File: config.mk
export PLATFORM = sky130hd
export DESIGN_NAME = instruction_fetch_stage
export DESIGN_NICKNAME = d
export VERILOG_FILES = /design/src/rtl/instruction_fetch_stage.sv
export SDC_FILE = /design/constraint.sdc
export NUM_CORES = 1
export LEC_CHECK = 0
export ABC_AREA = 1
export ABC_CLOCK_PERIOD_IN_PS = 4800
export CORE_MARGIN = 4
export CORE_UTILIZATION = 25
export CTS_CLUSTER_SIZE = 40
export DETAILED_ROUTE_END_ITERATION = 12
export MAX_ROUTING_LAYER = met4
export PLACE_DENSITY = 0.48
export SETUP_SLACK_MARGIN = 0.3
export SLEW_MARGIN = 5
export SYNTH_ARGS = -nofsm -noshare
export SYNTH_HDL_FRONTEND = slang
export SYNTH_SLANG_ARGS = --single-unit
File: constraint.sdc
create_clock -name clock -period 4.8 [get_ports clock]
set_input_delay 0.48 -clock clock [delete_from_list [all_inputs] [get_ports clock]]
set_output_delay 0.48 -clock clock [all_outputs]
set_load 0.005 [all_outputs]
File: src/rtl/instruction_fetch_stage.sv
// instruction_fetch_stage
//   IF stage. Owns the PC and fetches one instruction at a time from a
//   handshaked instruction memory, with a single request outstanding.
//   The outputs are registered and feed the IF/ID pipeline register.
//   Supports a downstream stall, a branch/jump redirect that kills any
//   in-flight fetch, and a 1-entry skid buffer. The skid buffer catches a
//   response that arrives while the stage is stalled.
//
// Ports
//   clock          : clock, all state on posedge
//   reset          : asynchronous reset, active low
//   stall          : hold IF outputs, do not consume fetched data
//   redirect       : flush and restart fetch at redirect_pc (beats stall)
//   redirect_pc    : redirect target, bits [1:0] are ignored
//   imem_req       : fetch request valid
//   imem_addr      : fetch address (current pc)
//   imem_ready     : memory accepts the request this cycle
//   imem_rvalid    : read data valid, one pulse per accepted request
//   imem_rdata     : read data
//   IF_instruction : fetched instruction, 0 for a bubble
//   IF_pc_register : fetch address + PC_STEP, 0 for a bubble
//   IF_valid       : IF_instruction holds a real instruction
module instruction_fetch_stage #(
   parameter logic [31:0] RESET_PC = 32'h0000_0000,
   parameter int unsigned PC_STEP  = 4
) (
   input  logic        clock,
   input  logic        reset,
   input  logic        stall,
   input  logic        redirect,
   input  logic [31:0] redirect_pc,
   output logic        imem_req,
   output logic [31:0] imem_addr,
   input  logic        imem_ready,
   input  logic        imem_rvalid,
   input  logic [31:0] imem_rdata,
   output logic [31:0] IF_instruction,
   output logic [31:0] IF_pc_register,
   output logic        IF_valid
);

   localparam logic [31:0] STEP = 32'(PC_STEP);

   typedef enum logic [1:0] {ST_REQ, ST_WAIT, ST_HOLD} state_t;

   state_t      state;
   logic [31:0] pc;
   logic [31:0] req_addr;   // address of the request in flight or in skid
   logic [31:0] skid_data;
   logic        kill;       // in-flight response must be dropped
   logic [31:0] seq_pc;     // wraps modulo 2^32

   assign seq_pc    = req_addr + STEP;
   // Gating with reset keeps the request low while reset is asserted.
   assign imem_req  = (state == ST_REQ) && reset;
   assign imem_addr = pc;

   always_ff @(posedge clock or negedge reset) begin
      if (!reset) begin
         state          <= ST_REQ;
         pc             <= RESET_PC;
         req_addr       <= RESET_PC;
         skid_data      <= '0;
         kill           <= 1'b0;
         IF_instruction <= '0;
         IF_pc_register <= '0;
         IF_valid       <= 1'b0;
      end else if (redirect) begin
         // A redirect always bubbles the outputs, even under stall.
         pc             <= {redirect_pc[31:2], 2'b00};
         IF_instruction <= '0;
         IF_pc_register <= '0;
         IF_valid       <= 1'b0;
         case (state)
            ST_REQ: if (imem_ready) begin
               // The old-path request is still accepted, so its response must be killed.
               req_addr <= pc;
               kill     <= 1'b1;
               state    <= ST_WAIT;
            end
            ST_WAIT: begin
               if (imem_rvalid) begin
                  kill  <= 1'b0;
                  state <= ST_REQ;
               end else begin
                  kill  <= 1'b1;
               end
            end
            default: state <= ST_REQ;   // ST_HOLD: skid contents discarded
         endcase
      end else begin
         // Without a stall, default to a bubble; a ready instruction below overrides it.
         if (!stall) begin
            IF_instruction <= '0;
            IF_pc_register <= '0;
            IF_valid       <= 1'b0;
         end
         case (state)
            ST_REQ: if (imem_ready) begin
               req_addr <= pc;
               state    <= ST_WAIT;
            end
            ST_WAIT: if (imem_rvalid) begin
               if (kill) begin
                  kill  <= 1'b0;
                  state <= ST_REQ;
               end else begin
                  pc <= seq_pc;
                  if (stall) begin
                     skid_data <= imem_rdata;
                     state     <= ST_HOLD;
                  end else begin
                     IF_instruction <= imem_rdata;
                     IF_pc_register <= seq_pc;
                     IF_valid       <= 1'b1;
                     state          <= ST_REQ;
                  end
               end
            end
            ST_HOLD: if (!stall) begin
               IF_instruction <= skid_data;
               IF_pc_register <= seq_pc;
               IF_valid       <= 1'b1;
               state          <= ST_REQ;
            end
            default: state <= ST_REQ;
         endcase
      end
   end

endmodule

Yosys cells after proc, flatten, opt, wreduce, memory -nomap -nowiden
Index checks and enable logic that the tools add are counted.

storage, ports and cells
  flip-flop bits (word level) = 164
  bits of input ports = 70
  logic and storage cells = 65
  output and inout bits = 98

operators by class
  mux-type cells = 38
  reductions and logical operators = 10
  eq/ne operators = 6
  bitwise gates (word level) = 2
  add/subtract/negate cells = 1

operators by type and width
  cell                                                 number
  2-to-1 mux 32 bit                                    15
  one-hot mux 32 bit (2 select lines)                  2
  adder 32 x 3 -> 32 bit, second input constant        1
  2-to-1 mux 2 bit                                     7
  2-to-1 mux 1 bit                                     10
  != test 3 bit, second input constant                 2
  one-hot mux 2 bit (3 select lines)                   1
  nonzero test 2 bit                                   3
  AND reduction 5 bit                                  1
  != test 2 bit, second input constant                 2
  one-hot mux 1 bit (2 select lines)                   2
  one-hot mux 2 bit (2 select lines)                   1
  AND reduction 2 bit                                  2
  AND reduction 4 bit                                  1
  AND reduction 3 bit                                  1
  equality test 2 x 1 -> 1 bit, second input constant  1
  equality test 2 bit, second input constant           1
  zero test 2 bit                                      1
  inverter 1 bit                                       2
  logical AND 1 bit                                    1

Depth between registers and ports, before layout
  depth in word-level cells = 6
  gate-level depth with buffers = 10
  gate-level depth less buffers = 9

Worst setup path after synthesis
Ideal clock, no wire load.

  kind = reg-to-reg
  from = register state[1]
  to = register pc[15] (netlist: imem_addr[15])
  slack = 3270 ps
  data arrival time = 1406 ps
  stages on the path, launching flop included = 10
  clock period less this slack = 1530 ps
  path through = dfrtp_1 inv_1 ha_1 inv_2 nor2_8 inv_2 nand2_2 buf_2 o21ai_1 o21bai_1

between the ends
  word-level cells in the longest chain between the ends = 3

RTL lines
  what                           RTL line  RTL
  from (decl)                    46        state_t state;
  from (signal assigned)         60        state <= ST_REQ;
  from (signal assigned)         79        state <= ST_WAIT;
  from (signal assigned)         84        state <= ST_REQ;
  equality test 2 x 1 -> 1 bit   98        case (state)
  nonzero test 2 bit (no line)   -
  AND reduction 3 bit (no line)  -
  to (signal assigned)           70        pc <= {redirect_pc[31:2], 2'b00};
  to (signal assigned)           108       pc <= seq_pc;
  to (decl)                      47        logic [31:0] pc;

Every way passes these cells.
A chain may end at the register's enable or synchronous reset.

Final worst setup path
  from = register state[1]
  to = register pc[26] (netlist: imem_addr[26])

Same word-level chain as after synthesis.

==> flow_metrics.env <==
export IMPL_yosys_area_share_simple_pct=22.1
export IMPL_slowest_stage="inv_1"
export IMPL_ir_drop_mv=0.242
export IMPL_coreArea_sq_mm=0.0307
export IMPL_path_cells="inv_1 > ha_1 > inv_2 > nor2_8 > nand2_2 > inv_1 > nand3_1 > o211ai_1"
export IMPL_syn_area_per_cell_sq_um=8.14
export IMPL_area_growth_pct=32.9
export IMPL_antenna_found_initial=1
export IMPL_gp_congestion=0.818
export IMPL_wl_per_cell_um=16.7
export IMPL_worstPathRequired_ps=5140
export IMPL_layout_commonest_cell="nand2_1"
export IMPL_grt_pass1_wl_mm=39.3
export IMPL_fin_crit_ps=2880
export IMPL_clk_pin_slew_ps=70
export IMPL_period_share_pct=60.0
export IMPL_post_cts_buffers=0
export IMPL_yosys_warnings=0
export IMPL_drc_errors=0
export IMPL_design_area_sq_mm=0.0104
export IMPL_drt_iter0_drc=436
export IMPL_grt_overflow=0
export IMPL_vias=6840
export IMPL_viasPerCell=4.50
export IMPL_slew_viol_final=0
export IMPL_rsz0062_at_grt="false"
export IMPL_status="finished clean"
export IMPL_skew_ps=14.7
export IMPL_dpl_cell_area_sq_mm=0.00980
export IMPL_synth_xor_area_share_pct=1.68
export IMPL_port_buffers=165
export IMPL_finalWirelength_mm=25.3
export IMPL_power_leakage_nw=4.50
export IMPL_power_frac_comb_pct=29.9
export IMPL_dp_slack_ps=1450
export IMPL_dpl_hpwl_mm=17.3
export IMPL_cp_end_kind="flip-flop"
export IMPL_synth_fp_nets=1036
export IMPL_synthMuxAreaShare_pct=0
export IMPL_ioPinCount=168
export IMPL_cts_root_buf="clkbuf_16"
export IMPL_switching_power_w=0.00182
export IMPL_grt_max_degree=66
export IMPL_crit_path_frequent_cell="inv_1"
export IMPL_yosysTopAreaCellShare_pct=52.4
export IMPL_nFillCells=3267
export IMPL_internal_power_w=0.00305
export IMPL_rows=64
export IMPL_fin_tns_setup_ps=0
export IMPL_final_cell_mix="nand2_1, dfrtp_1, clkdlybuf4s50_1, inv_1, o21ai_0"
export IMPL_seq_area_frac_synth_pct=52.4
export IMPL_synth_seq_cells=164
export IMPL_firstDrtPassIters=5
export IMPL_fin_nets=1183
export IMPL_power_frac_clock_pct=28.9
export IMPL_hold_slack_ps=481
export IMPL_h_tree_depth=4
export IMPL_fin_ws_ps=1920
export IMPL_crit_path_start_kind="flip-flop"
export IMPL_cts_buffer_depth=2
export IMPL_path_max_fanout=34
export IMPL_ys_top_cells_by_area="dfrtp_1, nand2_1, o21ai_0"
export IMPL_die_x_um=185
export IMPL_worstPathArrival_ps=3220
export IMPL_syn_instance_count=962
export IMPL_finalHoldViolations=0
export IMPL_synth_top_family_by_area="simple AND/OR/NAND/NOR gates"
export IMPL_hp_class="primary input to flip-flop"
export IMPL_die_h_um=185
export IMPL_synth_cell_types=34
export IMPL_grt_pass1_vias=6786
export IMPL_slew_headroom_pct=23.0
export IMPL_fmax_mhz=347
export IMPL_die_area_sq_mm=0.0342
export IMPL_setup_viol=0
export IMPL_synth_top_area_cell="dfrtp_1"
export IMPL_synth_compound_area_share_pct=15.1
export IMPL_grt_use_total_pct=15.1
export IMPL_path_class="flip-flop to flip-flop"
export IMPL_switching_share_pct=37.4
export IMPL_syn_area_sq_mm=0.00783
export IMPL_ant_nets=0
export IMPL_synthAdderAreaFrac_pct=0.639
export IMPL_p_seq_share_pct=41.2
export IMPL_cap_violations=0
export IMPL_powerDensity_mw_per_mm2=469
export IMPL_worst_pin_slew_ps=1150
export IMPL_cts_sinks=164
export IMPL_drive_above_1_share_pct=5.79
export IMPL_cts_made_buffers=17
export IMPL_max_stage_delay_ps=600
export IMPL_cts_tree="yes"
export IMPL_start_util_pct=25.5
export IMPL_clk_latency_ps=440
==> flip-flops by register name (all words and copies together), names as in the netlist <==
| name | count |
|---|---|
| IF_instruction | 32 |
| IF_pc_register | 32 |
| IF_valid | 1 |
| imem_addr | 32 |
| kill | 1 |
| req_addr | 32 |
| skid_data | 32 |
| state | 2 |
==> final timing paths <==
path / start / endpoint / slack, ps / cells after the start
setup / recovery: state[1] / imem_addr[26] / 1920 / 8
hold / removal: redirect / IF_pc_register[19] / 480 / 4
setup reg to reg: state[1] / imem_addr[26] / 1920 / 8
hold reg to reg: req_addr[0] / req_addr[0] / 490 / 2
max in group asynchronous: reset / req_addr[23] / 3040 / 3
min in group asynchronous: reset / IF_instruction[14] / 540 / 2
==> synth_stat cells <==
library cell / instances
nor2_2: 7
dfrtp_1: 164
nand2_1: 283
clkbuf_8: 1
nor2_8: 1
buf_6: 2
a32oi_1: 1
o211ai_1: 15
xor2_1: 6
o21ai_0: 83
inv_1: 102
inv_2: 4
ha_1: 4
o21a_1: 1
buf_4: 2
nand2_4: 1
nand4_1: 1
xnor2_1: 9
nand3_1: 47
nand2_2: 4
nor3_1: 2
nor2_1: 67
o22ai_1: 36
nor2_4: 5
a21oi_2: 1
o21ai_1: 4
o21bai_1: 7
buf_1: 1
or2_2: 1
buf_2: 22
clkbuf_1: 18
a211oi_1: 4
o221ai_1: 6
a21oi_1: 50
==> layout make-up <==
class,count,area [sq um],share of cell area (%)
Multi-Input combinational cell,646,3100,29.8
Sequential cell,164,4100,39.4
Clock buffer,18,429,4.13
Inverter,106,398,3.82
Timing Repair Buffer,174,1720,16.5
Antenna cell,1,2.50,0.0241
Tap cell,396,495,4.76
Clock inverter,14,159,1.53
==> metrics by stage <==
step / utilization (%) / power, W / cells
floorplan: - / 0.00289 / 962
global placement: 31.9 / 0.00348 / 1485
detailed placement: 31.9 / 0.00351 / 1485
CTS: 33.8 / 0.00495 / 1518
global route: 33.8 / 0.00521 / 1519
finish: 33.8 / 0.00488 / 1519
==> kinds of logic (layout without fill, tap and decap cells) <==
logic type / after synthesis / in the layout
AND/OR/NAND/NOR: 419 / 419
AO/OA/AOI/OAI: 208 / 208
flip-flops: 164 / 164
buffers and inverters: 152 / 312
XOR/XNOR: 15 / 15
adder cells (fa/ha/maj): 4 / 4
other: 0 / 1
==> per-layer routing <==
layer  GRT usage (%)  vias up  wire [um]
met5               -        -          0
met4            3.14        0        235
met3            2.28       17        889
met2            24.1      156      11900
met1            20.7     3260      12200
li1                -     3407          -
==> power groups by stage <==
stage | Clock (W) | Sequential, W | Combinational [W]
floorplan | 0 | 0.00197 | 0.000922
global placement | 0 | 0.00202 | 0.00146
detailed placement | 0 | 0.00203 | 0.00148
CTS | 0.00145 | 0.00201 | 0.00149
global route | 0.00151 | 0.00205 | 0.00165
finish | 0.00141 | 0.00201 | 0.00146
==> worst max-delay path: cells and delay by family (launching register included) <==
family          cells  cell delay (ps)
simple gates        3             1150
compound gates      1              120
buf+inv             3              880
flops               1              400
fa+ha+maj           1              220
==> what timing repair did <==
action | 4_1_cts | 5_1_grt
hold buffers | 1 | 0
endpoints found under the hold margin | 44 | 0
resized for setup | 0 | 0
Note: power is estimated with default switching activity, not from simulation.
